<file path="src/rtl/al_accel_quant_pack.sv">
// al_accel_quant_pack
// Collects int8 results from the quant unit into little-endian 32-bit words
// for output-buffer writeback. The burst length in bytes is programmable. A
// small word FIFO decouples byte packing from writeback stalls.
//
// Optional feature macro: ACT_RELU_EN
//   defined   - every accepted byte with bit7 set is replaced by 8'h00 before
//               it is packed (fused ReLU). The byte strobe is not affected.
//   undefined - bytes are packed unchanged (signed int8 passthrough).
//
// Parameters
//   FIFO_DEPTH  word FIFO depth (power of 2, >= 2)
//   LEN_W       width of the burst byte-length register and byte counter
//
// Ports
//   clk        clock
//   resetn     synchronous active-low reset
//   enb        global enable; 0 freezes all state and blocks both handshakes
//   start      starts a burst (sampled only in IDLE)
//   cfg_len    number of bytes in the burst, latched on start
//   in_valid   quant byte valid
//   in_data    quant byte
//   in_ready   packer accepts a byte
//   out_valid  FIFO head word valid
//   out_data   packed word; byte k is at [8k+7:8k]
//   out_strb   valid byte lanes of out_data
//   out_last   final word of the burst
//   out_ready  writeback accepts a word
//   busy       FSM not in IDLE
//   done       one-cycle pulse at burst completion
module al_accel_quant_pack #(
  parameter int FIFO_DEPTH = 4,
  parameter int LEN_W      = 16
) (
  input  logic             clk,
  input  logic             resetn,
  input  logic             enb,
  input  logic             start,
  input  logic [LEN_W-1:0] cfg_len,
  input  logic             in_valid,
  input  logic [7:0]       in_data,
  output logic             in_ready,
  output logic             out_valid,
  output logic [31:0]      out_data,
  output logic [3:0]       out_strb,
  output logic             out_last,
  input  logic             out_ready,
  output logic             busy,
  output logic             done
);

  localparam int AW = $clog2(FIFO_DEPTH);

  typedef enum logic [1:0] {
    ST_IDLE  = 2'd0,
    ST_PACK  = 2'd1,
    ST_DRAIN = 2'd2,
    ST_DONE  = 2'd3
  } state_e;

  state_e           state_q, state_d;
  logic [LEN_W-1:0] len_q, len_d;
  logic [LEN_W-1:0] cnt_q, cnt_d;
  // Lanes 0..2 only: a byte for lane 3 always completes and pushes the word.
  logic [23:0]      asm_q, asm_d;

  // FIFO storage and pointers; the extra pointer MSB separates full from empty.
  logic [31:0]      mem_data_q [FIFO_DEPTH];
  logic [3:0]       mem_strb_q [FIFO_DEPTH];
  logic             mem_last_q [FIFO_DEPTH];
  logic [AW:0]      wr_ptr_q, rd_ptr_q;

  logic             empty_s;
  logic             full_s;
  logic [7:0]       byte_s;
  logic             accept_s;
  logic             last_byte_s;
  logic             push_s;
  logic             pop_s;
  logic [31:0]      word_s;
  logic [3:0]       strb_s;

`ifdef ACT_RELU_EN
  assign byte_s = in_data[7] ? 8'h00 : in_data;
`else
  assign byte_s = in_data;
`endif

  assign empty_s = (wr_ptr_q == rd_ptr_q);
  assign full_s  = (wr_ptr_q[AW] != rd_ptr_q[AW]) &&
                   (wr_ptr_q[AW-1:0] == rd_ptr_q[AW-1:0]);

  // Handshakes only exist while enabled; in_ready uses the registered full
  // flag, so a push can never land in a full FIFO.
  assign in_ready    = enb && (state_q == ST_PACK) && !full_s;
  assign out_valid   = enb && !empty_s;
  assign accept_s    = in_valid && in_ready;
  assign pop_s       = out_valid && out_ready;
  // len_q is nonzero whenever the FSM is in PACK.
  assign last_byte_s = (cnt_q == (len_q - {{(LEN_W-1){1'b0}}, 1'b1}));
  assign push_s      = accept_s && ((cnt_q[1:0] == 2'd3) || last_byte_s);

  // Head entry drives the word outputs; zero while the FIFO is empty.
  assign out_data = empty_s ? 32'h0000_0000 : mem_data_q[rd_ptr_q[AW-1:0]];
  assign out_strb = empty_s ? 4'b0000       : mem_strb_q[rd_ptr_q[AW-1:0]];
  assign out_last = empty_s ? 1'b0          : mem_last_q[rd_ptr_q[AW-1:0]];
  assign busy     = (state_q != ST_IDLE);
  assign done     = enb && (state_q == ST_DONE);

  // Merge the incoming byte into its lane and build the strobe for the lanes filled so far.
  always_comb begin
    word_s = {8'h00, asm_q};
    strb_s = 4'b0000;
    case (cnt_q[1:0])
      2'd0: begin word_s[7:0]   = byte_s; strb_s = 4'b0001; end
      2'd1: begin word_s[15:8]  = byte_s; strb_s = 4'b0011; end
      2'd2: begin word_s[23:16] = byte_s; strb_s = 4'b0111; end
      2'd3: begin word_s[31:24] = byte_s; strb_s = 4'b1111; end
      default: begin word_s = 32'h0000_0000; strb_s = 4'b0000; end
    endcase
  end

  // FSM next state plus burst length, byte counter and assembly register.
  always_comb begin
    state_d = state_q;
    len_d   = len_q;
    cnt_d   = cnt_q;
    asm_d   = asm_q;
    case (state_q)
      ST_IDLE: begin
        if (start) begin
          len_d   = cfg_len;
          cnt_d   = {LEN_W{1'b0}};
          asm_d   = 24'h00_0000;
          state_d = (cfg_len != {LEN_W{1'b0}}) ? ST_PACK : ST_DONE;
        end else begin
          state_d = ST_IDLE;
        end
      end
      ST_PACK: begin
        if (accept_s) begin
          cnt_d = cnt_q + {{(LEN_W-1){1'b0}}, 1'b1};
          // Clearing after a push keeps unfilled lanes of a partial word zero.
          asm_d = push_s ? 24'h00_0000 : word_s[23:0];
          if (last_byte_s) begin
            state_d = ST_DRAIN;
          end else begin
            state_d = ST_PACK;
          end
        end else begin
          state_d = ST_PACK;
        end
      end
      ST_DRAIN: begin
        if (empty_s) begin
          state_d = ST_DONE;
        end else begin
          state_d = ST_DRAIN;
        end
      end
      ST_DONE: begin
        state_d = ST_IDLE;
      end
      default: begin
        state_d = ST_IDLE;
      end
    endcase
  end

  // Control state and FIFO pointers; enb=0 holds everything.
  always_ff @(posedge clk) begin
    if (!resetn) begin
      state_q  <= ST_IDLE;
      len_q    <= {LEN_W{1'b0}};
      cnt_q    <= {LEN_W{1'b0}};
      asm_q    <= 24'h00_0000;
      wr_ptr_q <= {(AW+1){1'b0}};
      rd_ptr_q <= {(AW+1){1'b0}};
    end else if (enb) begin
      state_q <= state_d;
      len_q   <= len_d;
      cnt_q   <= cnt_d;
      asm_q   <= asm_d;
      if (push_s) begin
        wr_ptr_q <= wr_ptr_q + {{AW{1'b0}}, 1'b1};
      end
      if (pop_s) begin
        rd_ptr_q <= rd_ptr_q + {{AW{1'b0}}, 1'b1};
      end
    end
  end

  // FIFO entry write; contents are only observed through a non-empty head.
  always_ff @(posedge clk) begin
    if (push_s) begin
      mem_data_q[wr_ptr_q[AW-1:0]] <= word_s;
      mem_strb_q[wr_ptr_q[AW-1:0]] <= strb_s;
      mem_last_q[wr_ptr_q[AW-1:0]] <= last_byte_s;
    end
  end

endmodule
</file>
<file path="config.mk">
export PLATFORM = sky130hd
export DESIGN_NAME = al_accel_quant_pack
export DESIGN_NICKNAME = d
export VERILOG_FILES = /design/src/rtl/al_accel_quant_pack.sv
export SDC_FILE = /design/constraint.sdc
export NUM_CORES = 1
export LEC_CHECK = 0
export ABC_AREA = 0
export ABC_CLOCK_PERIOD_IN_PS = 9850
export CAP_MARGIN = 20
export CORE_MARGIN = 2
export CORE_UTILIZATION = 55
export DETAILED_ROUTE_END_ITERATION = 16
export PLACE_DENSITY = 0.77
export REMOVE_ABC_BUFFERS = 1
export SETUP_SLACK_MARGIN = 0.15
export SYNTH_ARGS = -nofsm -noshare
export SYNTH_HDL_FRONTEND = slang
export SYNTH_SLANG_ARGS = --single-unit
</file>
<file path="constraint.sdc">
create_clock -name clk -period 9.85 [get_ports clk]
set_input_delay 1.97 -clock clk [delete_from_list [all_inputs] [get_ports clk]]
set_output_delay 1.97 -clock clk [all_outputs]
set_load 0.1 [all_outputs]
</file>
==> results.json, run 1 <==
{
  "dp_hpwl_um": 11520,
  "finalNetCount": 813,
  "drive_above_1_share_pct": 14.59,
  "placed_area_um2": 10330,
  "total_power_mw": 1.826,
  "min_path_type": "flop to flop",
  "synth_ff_type": "edfxtp_1",
  "postRouteAntennaNets": 0,
  "drt-total-wl_um": 18820,
  "status": "finished clean",
  "vias_per_cell": 5.862,
  "syn_area_um2": 9437,
  "hold_slack_ns": 0.4478,
  "powerDensity_nw_per_um2": 165.5,
  "design_area_um2": 11040,
  "async_reset_ff_share_pct": 0,
  "post_cts_resized": 0,
  "syn_inst": 707,
  "overflow": 0,
  "r2r_slack_ns": 6.18,
  "hold_violations": 0,
  "final_util_pct": 66.08,
  "rsz0062_at_grt": "no",
  "maxCapViolCount": 0,
  "yosysTopAreaCell": "edfxtp_1",
  "dp_cells": 968,
  "synthTopCellsByArea": "edfxtp_1, dfxtp_1, mux4_2",
  "synth.distinct_cells": 60,
  "synthToLayoutAreaGrowth_pct": 16.95,
  "groute.usage.overall_pct": 21.16,
  "worstRegToRegCells": 10,
  "clk_pin_slew_ns": 0.06,
  "finalClockSkew_ns": 0.01215,
  "cts_setup_buffers": 0,
  "reg2reg_from": "len_q[0]$_SDFFE_PN0P_",
  "ys_ff_latch": 210,
  "finalSetupViolCount": 0,
  "yosysWarningCount": 0,
  "num_rows": 47,
  "core_region_area_um2": 16700,
  "antenna_found_initial": 0,
  "crit_path_end_kind": "output port",
  "post-synth-top-count-cell": "edfxtp_1",
  "crit_type": "input pin to output port",
  "insertedDiodeCount": 0,
  "synth.cells.most_frequent": "edfxtp_1, nand2_1, dfxtp_1",
  "period_share_pct": 62.17,
  "hp-start": "asm_q[8]$_SDFFE_PN0P_",
  "grt_pass1_vias": 5918,
  "fin_cells": 1008,
  "place_ws_ns": 3.731,
  "cp.arrival_ns": 4.15,
  "report.final.slew_viol_count": 0,
  "die_y_um": 135.0,
  "fmax_ghz": 0.1633,
  "tightest_slew_ns": 1.035,
  "leakagePower_nw": 3.811,
  "drc": 0,
  "hold_depth": 2,
  "synth_edf_count": 144,
  "grt_max_degree": 50,
  "fin_crit_ns": 6.124,
  "cts_root_buf": "clkbuf_16",
  "slew_headroom_pct": 30.84,
  "wl_per_cell_um": 18.67,
  "yosysSeqAreaShare_pct": 59.82,
  "cp_max_fo": 11,
  "place.port_buffers": 70,
  "cts-htree-levels": 1,
  "die_w_um": 135.0,
  "fin_setup_tns_ns": 0,
  "hold_end": "asm_q[8]$_SDFFE_PN0P_",
  "start_util_pct": 56.50,
  "syn_area_per_cell_um2": 13.35,
  "dieArea_um2": 18220,
  "rr_endpoint": "mem_data_q[1][3]$_DFFE_PP_",
  "clock_sinks": 210,
  "start_kind": "input pin",
  "required_ns": 7.88,
  "ios": 71,
  "cts_tree": "yes",
  "synth_top_area_share_pct": 45.82,
  "insertion_delay_ns": 0.50,
  "firstDrtPassIters": 5,
  "irDropWorstVdd_mv": 0.1530,
  "ctsHoldBuffers": 0,
  "vias": 5909,
  "setup_slack_ns": 3.726,
  "grt_pass1_wl_um": 30480,
  "gp_congestion": 0.9378,
  "drt_iter0_markers": 412,
  "clk_path_buf_depth": 3,
  "cts_inserted_buffers": 22
}
==> cells in the final DEF, fill, tap and decap left out, types with 24 or more instances in the layout <==
cell type	n
edfxtp_1	144
nand2_1	76
clkdlybuf4s50_1	70
dfxtp_1	65
and2_1	49
mux4_2	36
nand2b_1	29
o31ai_1	26
nor2_1	25
mux2_2	24
==> registers in the layout, summed over array words and instances (netlist names), named ones only <==
register and cells:
cnt_q 16, rd_ptr_q 3, mem_last_q 4, asm_q 24
state_q 2, mem_data_q 128, mem_strb_q 12, len_q 16
wr_ptr_q 3
==> critical path, cell delays in order <==
cell	delay, ns
clkdlybuf4s50_1	0.65
and3b_1	0.26
o31a_1	0.14
clkdlybuf4s50_1	1.13
==> metal layers <==
metal / share of wire [%] / global-route usage (%) / vias to the layer above
met2: 51 / 37.08 / 166
met3: 5.3 / 3.191 / 26
li1: - / - / 2774
met1: 42 / 27.33 / 2943
met5: 0 / 0 / -
met4: 1.8 / 6.597 / 0
==> kinds of logic (layout without fill, tap and decap cells) <==
logic type,Yosys count,count (layout),synth area share [%]
compound gates,90,90,7.041
xor+xnor,34,34,3.301
fa+ha+maj,11,11,1.458
buf+inv,49,130,2.095
flops,210,210,59.83
mux,62,62,11.67
simple gates,251,251,14.61
==> cell type report <==
class | count | area [um2]
tap | 220 | 275.3
multi-input combinational | 448 | 3596
clock inverter | 12 | 86.33
timing repair buffer | 81 | 783.3
inverter | 9 | 33.78
clock buffer | 28 | 614.3
fill | 1207 | 5665
sequential | 210 | 5647
==> report_power, final <==
| part | internal, mW | switching (mW) |
|---|---|---|
| combinational | 0.0388 | 0.0520 |
| clock | 0.467 | 0.323 |
| sequential | 0.938 | 0.00653 |
| total | 1.44 | 0.381 |
==> how the worst max path moves through the flow <==
stage,start,end,cells after the start
2_1_floorplan,enb,in_ready,2
3_3_place_gp,enb,in_ready,4
3_5_place_dp,enb,in_ready,4
4_1_cts,enb,in_ready,4
5_1_grt,enb,in_ready,4
6_report,enb,in_ready,4
Power figures use the tool's default switching activity.
==> inputs of run 2 (changes only) <==
- ABC_CLOCK_PERIOD_IN_PS: 9850 -> 5300
- CORE_UTILIZATION: 55 -> 53
- clock period: 9.85 -> 5.3 ns (I/O delays scaled with it)
==> run 2 against run 1 <==
Sequential share of layout area increased by 0.39 points. Combinational power is 87% higher. Count of clock-buffer cells in the layout did not move. First-iteration DRC count unchanged. Non-clock buffer count grew 1. Utilization shrank 3.0 points. Setup slack lost 2.9 ns. Routed wire length is 0.13% lower. Critical endpoint is now out_data[2]. Largest cell class unchanged. Highest routed layer unchanged.
==> results.json, run 2 (synthesis gave the netlist of run 1 again) <==
{
  "largest_reg_flops": 128,
  "irDropWorstVdd_mv": 0.2113,
  "cts_tree": "yes",
  "report.final.slew_viol_count": 0,
  "crit_buf_inv": 2,
  "finalNetCount": 813,
  "cp_max_fo": 34,
  "die_y_um": 137.4,
  "n_fill_cell": 1270,
  "crit_path_end_kind": "output port",
  "crit_family": "buffers and inverters",
  "post_cts_resized": 0,
  "rsz0062_at_grt": "no",
  "drt_iter0_markers": 412,
  "ios": 71,
  "layout_commonest_cell": "edfxtp_1",
  "cp.arrival_ns": 3.37,
  "groute.usage.overall_pct": 20.57,
  "startpoint": "wr_ptr_q[0]$_SDFFE_PN0P_",
  "dp_hpwl_um": 12210,
  "drt-total-wl_um": 18800,
  "dieArea_um2": 18890,
  "vias_per_cell": 5.857,
  "drive_above_1_share_pct": 15.52,
  "hp-start": "asm_q[0]$_SDFFE_PN0P_",
  "cpPeakStageDelay_ns": 1.13,
  "path_depth": 6,
  "ctsHoldBuffers": 0,
  "hold_violations": 0,
  "fmax_ghz": 0.2256,
  "fin_crit_ns": 4.433,
  "synthToLayoutAreaGrowth_pct": 16.07,
  "final_cell_mix": "edfxtp_1, nand2_1, dfxtp_1, clkdlybuf4s50_1, and2_1",
  "maxCapViolCount": 0,
  "grt_pass1_wl_um": 30500,
  "drc": 0,
  "crit_type": "flop to output port",
  "vias": 5921,
  "core_region_area_um2": 17360,
  "finalSetupViolCount": 0,
  "crit_slowest_cell": "clkdlybuf4s50_1",
  "die_w_um": 137.4,
  "worstRegToRegCells": 9,
  "leakagePower_nw": 3.791,
  "clk_pin_slew_ns": 0.06,
  "num_rows": 48,
  "clk_path_buf_depth": 3,
  "grt_pass1_vias": 5919,
  "status": "finished clean",
  "min_path_type": "flop to flop",
  "tightest_slew_ns": 0.9908,
  "fin_setup_tns_ns": 0,
  "overflow": 0,
  "start_util_pct": 54.37,
  "cts_inserted_buffers": 21,
  "wl_per_cell_um": 18.59,
  "total_power_mw": 3.271,
  "grt_max_degree": 50,
  "crit_chain": "xor2_1 -> nor2_1 -> nand2_1 -> buf_4 -> and2_1 -> clkdlybuf4s50_1",
  "r2r_slack_ns": 1.47,
  "hold_depth": 2,
  "cts_root_buf": "clkbuf_16",
  "period_share_pct": 83.65,
  "cts_setup_buffers": 0,
  "finalClockSkew_ns": 0.01479,
  "slew_headroom_pct": 33.74,
  "antenna_found_initial": 0,
  "cts-htree-levels": 1,
  "required_ns": 4.24,
  "place.port_buffers": 70,
  "reg2reg_from": "len_q[0]$_SDFFE_PN0P_",
  "powerDensity_nw_per_um2": 298.7,
  "start_kind": "flop",
  "insertion_delay_ns": 0.49,
  "insertedDiodeCount": 0,
  "firstDrtPassIters": 5,
  "clock_sinks": 210,
  "postRouteAntennaNets": 0,
  "gp_congestion": 0.8719,
  "hold_slack_ns": 0.4480
}
==> run 2: area by class of cell <==
type	instances	area (um2)	share of cell area, %
clock inverter	9	52.55	0.4798
timing repair buffer	82	770.7	7.037
sequential	210	5647	51.55
multi-input combinational	448	3596	32.83
tap	225	281.5	2.570
inverter	9	33.78	0.3084
clock buffer	28	571.8	5.220
==> run 2: path summary, 6_finish.rpt <==
kind,end
setup / recovery,out_data[2]
hold / removal,asm_q[0]$_SDFFE_PN0P_
setup reg to reg,mem_strb_q[1][1]$_DFFE_PP_
hold reg to reg,asm_q[0]$_SDFFE_PN0P_
==> run 2: stage by stage <==
stage          utilization (%)  setup slack (ns)  cell area [um2]  cells
2_1_floorplan                -             1.441             9273    667
3_3_place_gp             59.51             1.424            10330    974
3_5_place_dp             59.51             1.351            10330    974
4_1_cts                  63.11            0.8639            10950   1011
5_1_grt                  63.11            0.6837            10950   1011
6_report                 63.11            0.8666            10950   1011
==> run 2: worst register-to-register path, cell delays in order (launching register included) <==
cell and delay, ns:
dfxtp_1 0.43, inv_1 0.07, ha_1 0.29, and2b_1 0.20, or3_1 0.35, a31oi_1 0.26, nand3_1 0.30, nor4_4 0.71
o211a_1 0.36, buf_4 0.47
==> run 2: routing by layer <==
layer  track usage, %  share of wire [%]
met1            26.93                 43
met2            36.04                 50
met3            3.532                6.0
met4            4.525                1.6
met5                0                  0
==> run 2: power breakdown <==
group,internal [mW],switching (mW),leakage [nW]
registers,1.74,0.0125,1.92
clock network,0.759,0.586,0.305
logic,0.0724,0.0974,1.57
==> inputs of run 3 (changes only) <==
- ABC_CLOCK_PERIOD_IN_PS: 5300 -> 3950
- clock period: 5.3 -> 3.95 ns (I/O delays scaled with it)
==> run 3 against run 2 <==
Sequential share of layout area decreased by 0.57 points. Critical endpoint is now out_data[4]. Critical path depth decreased by 2. Clock skew decreased by 0.0014 ns. Die area unchanged. Highest routed layer unchanged. First-iteration DRC count increased by 25%. Clock power increased by 52%. Sequential power increased by 34%. Non-clock buffer count increased by 7. Sequential cell count unchanged. Count of clock-buffer cells in the layout increased by 3. Power increased by 42%.
==> results.json, run 3 (synthesis gave the netlist of run 1 again) <==
{
  "cp.arrival_ns": 2.53,
  "cts_root_buf": "clkbuf_16",
  "fin_cells": 1021,
  "drc": 0,
  "tightest_slew_ns": 1.041,
  "seq_power_share_pct": 50.7,
  "cpPeakStageDelay_ns": 0.71,
  "design_area_um2": 11080,
  "wl_per_cell_um": 18.80,
  "ctsHoldBuffers": 0,
  "dp_hpwl_um": 11980,
  "cts_setup_buffers": 0,
  "p_int_mw": 3.664,
  "insertion_delay_ns": 0.51,
  "cts_inserted_buffers": 22,
  "groute.usage.overall_pct": 21.18,
  "firstDrtPassIters": 5,
  "synthToLayoutAreaGrowth_pct": 17.37,
  "start_kind": "flop",
  "finalClockSkew_ns": 0.01336,
  "worstRegToRegCells": 10,
  "ios": 71,
  "dieArea_um2": 18890,
  "grt_pass1_vias": 5948,
  "reg2reg_from": "len_q[0]$_SDFFE_PN0P_",
  "switching_share_pct": 21.17,
  "required_ns": 3.16,
  "powerDensity_nw_per_um2": 419.7,
  "drt_iter0_markers": 515,
  "leakagePower_nw": 3.953,
  "clk_pin_slew_ns": 0.06,
  "period_share_pct": 84.10,
  "slew_headroom_pct": 30.40,
  "clk_path_buf_depth": 3,
  "drt-total-wl_um": 19190,
  "fmax_ghz": 0.3010,
  "irDropWorstVdd_mv": 0.2840,
  "cts-htree-levels": 1,
  "num_rows": 48,
  "total_power_mw": 4.648,
  "rsz0062_at_grt": "no",
  "layout_commonest_cell": "edfxtp_1",
  "crit_path_end_kind": "output port",
  "min_path_type": "flop to flop",
  "placed_area_um2": 10340,
  "clock_sinks": 210,
  "fin_setup_tns_ns": 0,
  "report.final.slew_viol_count": 0,
  "status": "finished clean",
  "finalNetCount": 821,
  "fin_crit_ns": 3.322,
  "finalSetupViolCount": 0,
  "vias": 5929,
  "crit_type": "flop to output port",
  "start_util_pct": 54.37,
  "path_depth": 4,
  "post_cts_resized": 0,
  "cts_tree": "yes",
  "postRouteAntennaNets": 0,
  "vias_per_cell": 5.807,
  "overflow": 0,
  "crit_buf_inv": 2,
  "crit_family": "flip-flops",
  "hp-start": "asm_q[12]$_SDFFE_PN0P_",
  "drive_above_1_share_pct": 20.48,
  "switching_power_mw": 0.9842,
  "die_y_um": 137.4,
  "crit_slowest_cell": "dfxtp_2",
  "final_cell_mix": "edfxtp_1, nand2_1, dfxtp_1, buf_4, and2_1",
  "die_w_um": 137.4,
  "cp_common_cell": "buf_4",
  "dp_cells": 980,
  "pwr-share-comb_pct": 5.1,
  "hold_violations": 0,
  "core_region_area_um2": 17360,
  "cp_max_fo": 13,
  "antenna_found_initial": 0,
  "place.port_buffers": 70,
  "gp_congestion": 0.9360,
  "grt_max_degree": 41,
  "largest_reg_flops": 128,
  "crit_chain": "buf_4 -> mux4_2 -> and2_1 -> buf_4",
  "grt_pass1_wl_um": 30960,
  "final_util_pct": 63.81,
  "hold_depth": 2,
  "insertedDiodeCount": 0,
  "maxCapViolCount": 0,
  "p_clk_share_pct": 44.2
}
run 3: changes by cell type in the layout (fill, tap and decap cells not counted), moves of 2 or more:
cell             delta
buf_12              +4
buf_4              +34
bufinv_16           +2
clkdlybuf4s50_1    -32
clkinv_2            -2
run 3: final timing paths:
check                                             endpoint  slack, ns
worst max-delay path                           out_data[4]       0.63
worst min-delay path                asm_q[12]$_SDFFE_PN0P_       0.46
worst max register to register  mem_strb_q[2][1]$_DFFE_PP_       0.76
worst min register to register      asm_q[12]$_SDFFE_PN0P_       0.46
run 3: worst min-delay path, stage by stage, from the launching register on:
cell and delay (ns):
dfxtp_1 0.32, nand2_1 0.05, o31ai_1 0.05
run 3: layout make-up:
cell class / instances / area (um2)
fillers: 1221 / 6281
flip-flops and latches: 210 / 5647
multi-input cells: 448 / 3593
repair buffers: 89 / 790.8
clock buffers: 31 / 614.3
well taps: 225 / 281.5
clock inverters: 9 / 115.1
inverters: 9 / 33.78
run 3: power by group through the flow:
| stage | registers (mW) | logic [mW] | clock network, mW |
|---|---|---|---|
| 2_1_floorplan | 2.40 | 0.147 | 0 |
| 3_3_place_gp | 2.40 | 0.227 | 0 |
| 3_5_place_dp | 2.40 | 0.233 | 0 |
| 4_1_cts | 2.36 | 0.235 | 2.08 |
| 5_1_grt | 2.36 | 0.259 | 2.17 |
| 6_report | 2.36 | 0.237 | 2.05 |
run 3: through the flow:
step | hold slack, ns | setup slack, ns
finish | 0.4555 | 0.6279
global route | 0.4799 | 0.4931
CTS | 0.4552 | 0.5618
detailed placement | 0.4362 | 0.6160
global placement | 0.4298 | 0.7565
floorplan | 0.4211 | 0.2550
run 3: metal layers:
metal  routed length, um  part of all wire (%)  vias to the layer above  global-route usage [%]
met5                   0                     0                        -                       0
met4                 507                   2.6                        0                   6.586
met3                1045                   5.4                       36                   2.980
met2                9487                    49                      192                   36.71
met1                8151                    42                     2911                   27.72
li1                    -                     -                     2790                       -
